==> src/rtl/hazard_stall_controller.sv <==
// ID-stage sequencing: load-use bubbles, taken-branch front-end flush and
// HI/LO occupancy tracking for the multi-cycle MULT/DIV unit.
module hazard_stall_controller #(
   parameter int unsigned MULT_LAT = 4,
   parameter int unsigned DIV_LAT  = 8
) (
   input  logic        clk,
   input  logic        reset,
   input  logic [4:0]  id_rs,
   input  logic [4:0]  id_rt,
   input  logic        id_uses_rs,
   input  logic        id_uses_rt,
   input  logic        id_is_muldiv,
   input  logic        id_is_div,
   input  logic        id_reads_hilo,
   input  logic        id_ex_mem_read,
   input  logic [4:0]  id_ex_rt,
   input  logic        ex_branch_taken,
   output logic        pc_write,
   output logic        if_id_write,
   output logic        if_id_flush,
   output logic        id_ex_flush,
   output logic        muldiv_start,
   output logic        muldiv_busy,
   output logic [15:0] stall_cycles
);

   typedef enum logic {IDLE, BUSY} state_t;

   // Counter preload is LAT-1 so busy spans exactly LAT cycles after launch.
   localparam logic [5:0] MULT_CNT = 6'(MULT_LAT - 1);
   localparam logic [5:0] DIV_CNT  = 6'(DIV_LAT - 1);

   state_t      state_q;
   logic [5:0]  cnt_q;
   logic        busy_q;
   logic [15:0] stall_cnt_q;

   logic load_use;
   logic hilo_hazard;
   logic stall;

   always_comb begin
      load_use = id_ex_mem_read && (id_ex_rt != 5'd0) &&
                 ((id_uses_rs && (id_rs == id_ex_rt)) ||
                  (id_uses_rt && (id_rt == id_ex_rt)));
      hilo_hazard  = busy_q && (id_reads_hilo || id_is_muldiv);
      stall        = (load_use || hilo_hazard) && !ex_branch_taken;
      muldiv_start = id_is_muldiv && !stall && !ex_branch_taken;

      pc_write    = 1'b1;
      if_id_write = 1'b1;
      if_id_flush = 1'b0;
      id_ex_flush = 1'b0;
      if (ex_branch_taken) begin
         if_id_flush = 1'b1;
         id_ex_flush = 1'b1;
      end else if (stall) begin
         pc_write    = 1'b0;
         if_id_write = 1'b0;
         id_ex_flush = 1'b1;
      end
   end

   always_ff @(posedge clk or posedge reset) begin
      if (reset) begin
         state_q <= IDLE;
         cnt_q   <= 6'd0;
         busy_q  <= 1'b0;
      end else begin
         case (state_q)
            IDLE: begin
               if (muldiv_start) begin
                  state_q <= BUSY;
                  busy_q  <= 1'b1;
                  cnt_q   <= id_is_div ? DIV_CNT : MULT_CNT;
               end
            end
            BUSY: begin
               // In-flight ops keep counting even across a taken branch.
               if (cnt_q == 6'd0) begin
                  state_q <= IDLE;
                  busy_q  <= 1'b0;
               end else begin
                  cnt_q <= cnt_q - 6'd1;
               end
            end
            default: begin
               state_q <= IDLE;
               busy_q  <= 1'b0;
            end
         endcase
      end
   end

   always_ff @(posedge clk or posedge reset) begin
      if (reset) begin
         stall_cnt_q <= 16'd0;
      end else if (stall && (stall_cnt_q != 16'hFFFF)) begin
         stall_cnt_q <= stall_cnt_q + 16'd1;
      end
   end

   assign muldiv_busy  = busy_q;
   assign stall_cycles = stall_cnt_q;

endmodule

==> config.mk <==
export PLATFORM = sky130hd
export DESIGN_NAME = hazard_stall_controller
export DESIGN_NICKNAME = d
export VERILOG_FILES = /design/src/rtl/hazard_stall_controller.sv
export SDC_FILE = /design/constraint.sdc
export NUM_CORES = 1
export LEC_CHECK = 0
export CAP_MARGIN = 20
export CORE_ASPECT_RATIO = 1.5
export CORE_MARGIN = 2
export CORE_UTILIZATION = 45
export DETAILED_ROUTE_END_ITERATION = 12
export DONT_BUFFER_PORTS = 1
export HOLD_SLACK_MARGIN = 0.02
export MAX_ROUTING_LAYER = met4
export PLACE_DENSITY = 0.66
export SETUP_SLACK_MARGIN = 0.1
export SYNTH_ARGS = -nofsm -noshare
export SYNTH_HDL_FRONTEND = slang
export SYNTH_SLANG_ARGS = --single-unit
==> constraint.sdc <==
create_clock -name clk -period 2.55 [get_ports clk]
set_input_delay 0.51 -clock clk [delete_from_list [all_inputs] [get_ports clk]]
set_output_delay 0.51 -clock clk [all_outputs]
set_load 0.01 [all_outputs]
==> metrics.yaml, run 1 <==
max_freq_mhz: 466
cts_tree: "yes"
arrival_ns: 1.63
peakVddDrop_mv: 0.388
synth_compound_area_frac: 0.101
finalHoldViolCount: 0
drive_gt1_frac: 0.131
drv_slew: 0
fin_worst_skew_ns: 0.0121
ys_async_sr_fraction: 1.00
synth_xor_area_frac: 0.156
final_cell_area_um2: 1560
finalWeightedCongestion: 0.731
yosys_most_used_dff: "dfrtp_1"
placed_area_um2: 1480
cts.clk_slew.worst_paths_ns: 0.09
finalPower_mw: 1.39
post_cts_buffers: 0
post-route-min-period_ns: 2.14
powerDensity_nw_per_um2: 895
clkPwrFrac: 0.238
die_w_um: 50.5
synth_edf_count: 0
cp_max_fo: 3
num_rows: 25
io_buffers: 0
h-tree-depth: 1
antenna_found_initial: 0
cts_resized: 0
vias_per_cell: 5.78
cp_data_required_time_ns: 2.04
firstDrtPassIters: 4
finalSetupTns_ns: 0
track_usage: 0.173
io_pins: 46
p_int_uw: 883
most-common-layout-cells: "dfrtp_1 (24), xnor2_1 (16), xor2_1 (10)"
crit_type: "in2out"
clock_latency_ns: 0.27
muxShareOfSynthArea: 0.00773
layout.nets: 173
p_sw_frac: 0.366
final_common_cell: "dfrtp_1"
synthesis.area_um2: 1460
crit_chain: "or4_1 > o21ai_2 > inv_1 > nand2_1 > a21o_1"
hp-class: "in2async"
dp_hpwl_um: 2320
netlist_instances: 144
core_um2: 3130
status: "finished, final reports clean"
start_util: 0.466
cpPeakStageDelay_ns: 0.54
synth-seq-area-share: 0.412
rsz0062_at_grt: "no"
synth.ff_latch_count: 24
synth_warnings: 0
hold_ws_ns: 0.315
cp_slowest_cell: "or4_1"
ys_types: 41
drt_iter0_markers: 22
avgSynthCellArea_um2: 10.1
setup_violations: 0
grt_pass1_vias: 1111
synthToLayoutAreaGrowth_pct: 6.70
leakagePower_nw: 0.686
synthAdderAreaFrac: 0.0258
syn-num-nets: 171
drt.antenna.violating_nets: 0
numCtsBuffers: 3
insertedDiodeCount: 0
fp.dieH_um: 73.7
grt_overflow: 0
fin_crit_sh: 0.841
clock_sinks: 24
grt_pass1_wl_um: 4820
maxSlewHeadroom: 0.394
root_buffer: "clkbuf_8"
tightestPinTransition_ns: 0.907
p_seq_frac: 0.457
drc: 0
comb_power_share: 0.305
p_switching_uw: 510
wire_per_inst_um: 15.8
cap_violations: 0
synth-simple-area-share: 0.252
clockBufferDepth: 2
worstSetupStartpointType: "primary input"
die-area_um2: 3720
synth_top_family_by_area: "simple AND/OR/NAND/NOR gates"
vias: 1069
postCtsHoldBufs: 0
routed_wl_um: 2930
grt_max_degree: 25
worst_setup_path_end_kind: "primary output"
[worst max-delay path, delay by kind of cell]
family / cells / cell delay, ns
buf+inv: 1 / 0.09
compound gates: 2 / 0.40
simple gates: 2 / 0.63
[final timing paths]
check | slack (ns) | startpoint | to | cells past startpoint
max in group asynchronous | 1.66 | reset | muldiv_busy$_DFFE_PP0P_ | 1
hold / removal | 0.31 | reset | cnt_q[5]$_DFFE_PP0P_ | 1
min in group clk | 0.38 | id_is_div | cnt_q[2]$_DFFE_PP0P_ | 1
setup / recovery | 0.41 | id_ex_rt[1] | pc_write | 5
setup reg to reg | 0.44 | stall_cycles[10]$_DFFE_PP0P_ | stall_cycles[7]$_DFFE_PP0P_ | 6
hold reg to reg | 0.51 | cnt_q[5]$_DFFE_PP0P_ | cnt_q[5]$_DFFE_PP0P_ | 1
[flip-flops by register name, summed over array words and instances (netlist names)]
| name | cells |
|---|---|
| stall_cycles | 16 |
| cnt_q | 6 |
| muldiv_busy | 1 |
| state_q | 1 |
[stage by stage]
step / utilization / cells / worst slack, ns
finish: 0.497 / 185 / 0.406
global route: 0.497 / 185 / 0.301
CTS: 0.497 / 185 / 0.397
detailed placement: 0.474 / 181 / 0.384
global placement: 0.474 / 181 / 0.410
floorplan: - / 144 / 0.400
[power by group through the flow]
stage	Combinational, mW	Clock (mW)	Sequential (mW)
final	0.425	0.331	0.636
after CTS	0.433	0.340	0.635
after global placement	0.411	0	0.636
after global routing	0.482	0.354	0.655
after detailed placement	0.431	0	0.644
after floorplan	0.389	0	0.589
[Yosys cell counts, drive strengths merged, types with 3 or more instances]
library cell   n  share of area
a21oi          3          0.013
buf            4          0.021
dfrtp         24           0.41
ha             3          0.026
inv            9          0.023
nand2         10          0.027
nand2b         4          0.017
nand3          7          0.024
nand4          5          0.021
nor2           7          0.018
nor3           7          0.038
nor4           9          0.053
o21ai          5          0.020
xnor2         16          0.096
xor2          10          0.060
[routing by layer]
layer,wire [um],global-route usage
met5,0,-
met4,35,0.0721
met3,121,0.0325
met2,1620,0.314
met1,1150,0.182
[kinds of logic after synthesis]
family | after synthesis
multiplexers | 1
XOR/XNOR | 26
adder cells (fa/ha/maj) | 3
AND/OR/NAND/NOR | 59
AO/OA/AOI/OAI | 18
buffers and inverters | 13
flip-flops | 24
[cell type report]
cell class                 count  area, um2
timing repair buffer           1       7.51
inverter                       9       33.8
sequential                    24        601
fill                         302       1570
clock inverter                 1       30.0
clock buffer                   3       41.3
tap                           40       50.0
multi-input combinational    107        792
(Power assumes the default switching activity.)
==> run 2, diff against run 1 <==
==> constraint.sdc (replaced) <==
create_clock -name clk -period 2 [get_ports clk]
set_input_delay 0.4 -clock clk [delete_from_list [all_inputs] [get_ports clk]]
set_output_delay 0.4 -clock clk [all_outputs]
set_load 0.01 [all_outputs]
==> run 2 against run 1 <==
Net effect:
- wire length is 20% higher
- critical path depth is 3 higher
- via count rose by 14%
- sequential share of layout area down 7.6 points
- clock skew down 0.010 ns
- worst hold slack got worse by 0.26 ns
- sequential power increased by 17%
- cell count up 16%
- die area did not move
- flip-flop and latch count did not move
- setup slack got worse by 0.29 ns
- critical endpoint is now cnt_q[5]$_DFFE_PP0P_
==> metrics.yaml, run 2 (synthesis results as in run 1) <==
h-tree-depth: 1
hp-class: "in2async"
worstSetupStartpointType: "flip-flop"
fin_worst_skew_ns: 0.00174
io_buffers: 0
crit_type: "reg2reg"
insertedDiodeCount: 0
grt_pass1_vias: 1328
maxSlewHeadroom: 0.610
leakagePower_nw: 0.902
wire_per_inst_um: 16.3
dp_hpwl_um: 2520
cp_max_fo: 5
worst_setup_path_end_kind: "flip-flop"
die_w_um: 50.5
final_cell_area_um2: 1940
layout.nets: 203
hold_ws_ns: 0.0565
finalPower_mw: 2.02
drc: 0
worst_slack_ns: 0.113
finalHoldViolCount: 0
cts.clk_slew.worst_paths_ns: 0.08
cp_data_required_time_ns: 2.15
peakVddDrop_mv: 0.621
tightestPinTransition_ns: 0.583
r2r_end: "cnt_q[5]$_DFFE_PP0P_"
arrival_ns: 2.04
r2r_setup_slack_ns: 0.11
drt.antenna.violating_nets: 0
largest_reg_flops: 16
grt_max_degree: 25
post-route-min-period_ns: 1.89
setup_violations: 0
core_um2: 3130
clockBufferDepth: 2
fillers: 266
clock_sinks: 24
final_common_cell: "buf_4"
powerDensity_nw_per_um2: 1040
vias_per_cell: 5.65
numCtsBuffers: 3
num_rows: 25
firstDrtPassIters: 3
rsz0062_at_grt: "yes"
synthToLayoutAreaGrowth_pct: 33.0
fp.dieH_um: 73.7
drive_gt1_frac: 0.366
placed_area_um2: 1670
cap_violations: 0
fin_crit_sh: 0.944
grt_pass1_wl_um: 5530
drv_slew: 0
grt_overflow: 0
most-common-layout-cells: "buf_4 (28), dfrtp_1 (24), xnor2_1 (16)"
finalWeightedCongestion: 0.694
io_pins: 46
die-area_um2: 3720
r2r-start: "cnt_q[0]$_DFFE_PP0P_"
clock_latency_ns: 0.27
max_freq_mhz: 530
rr_worst_depth: 8
start_util: 0.466
routed_wl_um: 3510
finalSetupTns_ns: 0
postCtsHoldBufs: 0
vias: 1214
track_usage: 0.198
status: "finished, final reports clean"
drt_iter0_markers: 18
antenna_found_initial: 0
cts_tree: "yes"
root_buffer: "clkbuf_8"
dp_slack_ns: -0.0342
[run 2: cell count changes in the layout (fill, tap and decap cells not counted), sizes merged]
cell	change
clkbuf	+1
bufinv	-1
nand2	+1
buf	+29
[run 2: timing repair]
item | in CTS | in global routing
endpoints found under the setup margin | 12 | 18
pin swaps | 2 | 12
buffers inserted | 0 | 6
gates cloned | 1 | 0
resized for setup | 4 | 25
[run 2: report_power, final]
group	switching, mW	internal (mW)	leakage (nW)
combinational	0.512	0.435	0.577
sequential	0.132	0.608	0.296
clock	0.155	0.176	0.0288
total	0.800	1.22	0.902
[run 2: worst max-delay path: stages (launching register included)]
cell,delay [ns]
dfrtp_1,0.38
inv_1,0.10
ha_1,0.21
nand2b_1,0.15
o41ai_4,0.10
or4_4,0.47
nor3_4,0.14
nand2b_1,0.13
a31oi_1,0.08
[run 2: layer usage]
layer / vias to the layer above / wire, um / GRT usage
met5: - / 0 / -
met4: 0 / 52 / 0.0781
met3: 6 / 133 / 0.0407
met2: 26 / 2030 / 0.373
met1: 612 / 1300 / 0.194
li1: 570 / - / -
[run 2: worst max-delay path by stage]
stage                              endpoint  slack, ns                        start  depth (start not counted)
2_1_floorplan   stall_cycles[1]$_DFFE_PP0P_       0.08  stall_cycles[0]$_DFFE_PP0P_                          7
3_3_place_gp           cnt_q[2]$_DFFE_PP0P_       0.02                  id_ex_rt[1]                          6
3_5_place_dp   stall_cycles[10]$_DFFE_PP0P_      -0.03  stall_cycles[0]$_DFFE_PP0P_                          9
4_1_cts                        muldiv_start       0.07                  id_ex_rt[1]                          4
5_1_grt                cnt_q[5]$_DFFE_PP0P_       0.02         cnt_q[0]$_DFFE_PP0P_                          8
6_report               cnt_q[5]$_DFFE_PP0P_       0.11         cnt_q[0]$_DFFE_PP0P_                          8
[run 2: final cells by class]
cell class                      instances  area, um2  area share
Clock buffer                            4       55.1      0.0284
Inverter                                9       33.8      0.0174
Timing Repair Buffer                   30        233       0.120
Tap cell                               40       50.0      0.0258
Sequential cell                        24        601       0.310
Multi-Input combinational cell        108        967       0.499
[run 2: per-stage QoR]
step	utilization	std cells
5_1_grt	0.620	215
3_5_place_dp	0.534	205
2_1_floorplan	-	144
4_1_cts	0.562	210
6_report	0.620	215
3_3_place_gp	0.534	205
==> run 3, diff against run 2 <==
--- a/config.mk
+++ b/config.mk
@@ -13,8 +13,9 @@
 export DONT_BUFFER_PORTS = 1
 export HOLD_SLACK_MARGIN = 0.02
 export MAX_ROUTING_LAYER = met4
-export PLACE_DENSITY = 0.66
+export PLACE_DENSITY = 0.64
 export SETUP_SLACK_MARGIN = 0.1
+export SKIP_LAST_GASP = 1
 export SYNTH_ARGS = -nofsm -noshare
 export SYNTH_HDL_FRONTEND = slang
 export SYNTH_SLANG_ARGS = --single-unit
==> run 3 against run 2 <==
Net effect:
- final area is 4.1% higher
- die area stayed put
- cell count is 2.8% higher
- combinational power is 8% higher
- critical path depth is 3 lower
- flip-flop and latch count stayed put
- via count is 0.25% higher
- worst hold slack worse by 0.0078 ns
- non-clock buffer count is 6 higher
- largest power group unchanged
- sequential share of layout area is 1.2 points lower
- register-to-register slack better by 0.05 ns
==> metrics.yaml, run 3 (synthesis results as in run 1) <==
status: "finished, final reports clean"
arrival_ns: 1.48
core_um2: 3130
start_util: 0.466
drive_gt1_frac: 0.398
insertedDiodeCount: 0
grt_max_degree: 25
grt_pass1_vias: 1296
synthToLayoutAreaGrowth_pct: 38.5
vias: 1217
cp_max_fo: 3
r2r_end: "stall_cycles[11]$_DFFE_PP0P_"
final_common_cell: "buf_4"
final_util: 0.645
tightestPinTransition_ns: 0.697
firstDrtPassIters: 4
most-common-layout-cells: "buf_4 (32), dfrtp_1 (24), xnor2_1 (16)"
max_freq_mhz: 533
antenna_found_initial: 0
vias_per_cell: 5.51
cp_slowest_cell: "or4_4"
layout.nets: 209
cp_num_buf_inv: 1
setup_violations: 0
die-area_um2: 3720
die_w_um: 50.5
crit_type: "in2out"
root_buffer: "clkbuf_8"
clockBufferDepth: 2
fin_crit_sh: 0.939
cap_violations: 0
io_pins: 46
fp.dieH_um: 73.7
leakagePower_nw: 0.933
h-tree-depth: 1
cpPeakStageDelay_ns: 0.53
finalWeightedCongestion: 0.722
r2r-start: "stall_cycles[12]$_DFFE_PP0P_"
crit_family: "simple AND/OR/NAND/NOR gates"
hold_ws_ns: 0.0488
drc: 0
r2r_setup_slack_ns: 0.16
cts_tree: "yes"
worst_setup_path_end_kind: "primary output"
rr_worst_depth: 7
worstSetupStartpointType: "primary input"
dp_hpwl_um: 2580
largest_reg_flops: 16
finalHoldViolCount: 0
crit_chain: "or4_4 > o21ai_4 > inv_2 > nand2_1 > a21o_1"
maxSlewHeadroom: 0.534
fin_worst_skew_ns: 0.00512
cp_data_required_time_ns: 1.60
grt_overflow: 0
grt_pass1_wl_um: 5890
drv_slew: 0
drt.antenna.violating_nets: 0
hp-class: "in2async"
dp_slack_ns: -0.0566
numCtsBuffers: 3
num_rows: 25
track_usage: 0.213
powerDensity_nw_per_um2: 1030
io_buffers: 0
post-route-min-period_ns: 1.88
cts.clk_slew.worst_paths_ns: 0.09
wire_per_inst_um: 16.4
rsz0062_at_grt: "yes"
worst_slack_ns: 0.122
clock_sinks: 24
postCtsHoldBufs: 0
routed_wl_um: 3630
drt_iter0_markers: 9
peakVddDrop_mv: 0.594
clock_latency_ns: 0.27
==> run 3: power by group <==
part	total [mW]	internal, mW	switching (mW)
combinational	1.02	0.485	0.535
clock	0.337	0.176	0.161
sequential	0.725	0.609	0.116
==> run 3: how the worst max path moves through the flow <==
stage	from	to	cells after the start
floorplan	stall_cycles[0]$_DFFE_PP0P_	stall_cycles[1]$_DFFE_PP0P_	7
global route	stall_cycles[1]$_DFFE_PP0P_	stall_cycles[11]$_DFFE_PP0P_	8
finish	id_ex_rt[1]	pc_write	5
global placement	id_ex_rt[1]	muldiv_start	5
CTS	id_ex_rt[1]	pc_write	5
detailed placement	stall_cycles[0]$_DFFE_PP0P_	stall_cycles[11]$_DFFE_PP0P_	8
==> run 3: worst register-to-register path, cell delays in order (launching register included) <==
cell,delay (ns)
dfrtp_1,0.40
and4_4,0.20
and3_4,0.15
a221oi_4,0.27
buf_6,0.16
nand2_8,0.09
nor4_4,0.34
xor2_1,0.16
==> run 3: cell type report <==
type,instances,area (um2)
fillers,264,1110
well taps,40,50.0
clock buffers,4,55.1
multi-input cells,108,993
inverters,9,33.8
repair buffers,36,285
flip-flops and latches,24,601
==> run 3: through the flow <==
| step | power (mW) | instance area, um2 | cells | setup TNS (ns) |
|---|---|---|---|---|
| after global routing | 2.22 | 2020 | 221 | 0 |
| after detailed placement | 1.51 | 1680 | 206 | -0.0725 |
| after global placement | 1.47 | 1680 | 206 | -0.0122 |
| after CTS | 1.89 | 1820 | 213 | 0 |
| after floorplan | 1.26 | 1470 | 144 | 0 |
| final | 2.08 | 2020 | 221 | 0 |
==> run 3: layer usage <==
layer | track usage | share of wire | routed length [um]
met1 | 0.243 | 0.38 | 1370
met2 | 0.386 | 0.58 | 2100
met3 | 0.0244 | 0.030 | 110
met4 | 0.0661 | 0.015 | 53
met5 | - | 0 | 0
==> run 3: what timing repair did <==
action	CTS	global route
setup buffers	2	9
endpoints found under the setup margin	12	20
pin swaps	3	13
hold endpoints to repair	0	0
cloned	1	0
gates resized for setup	10	24
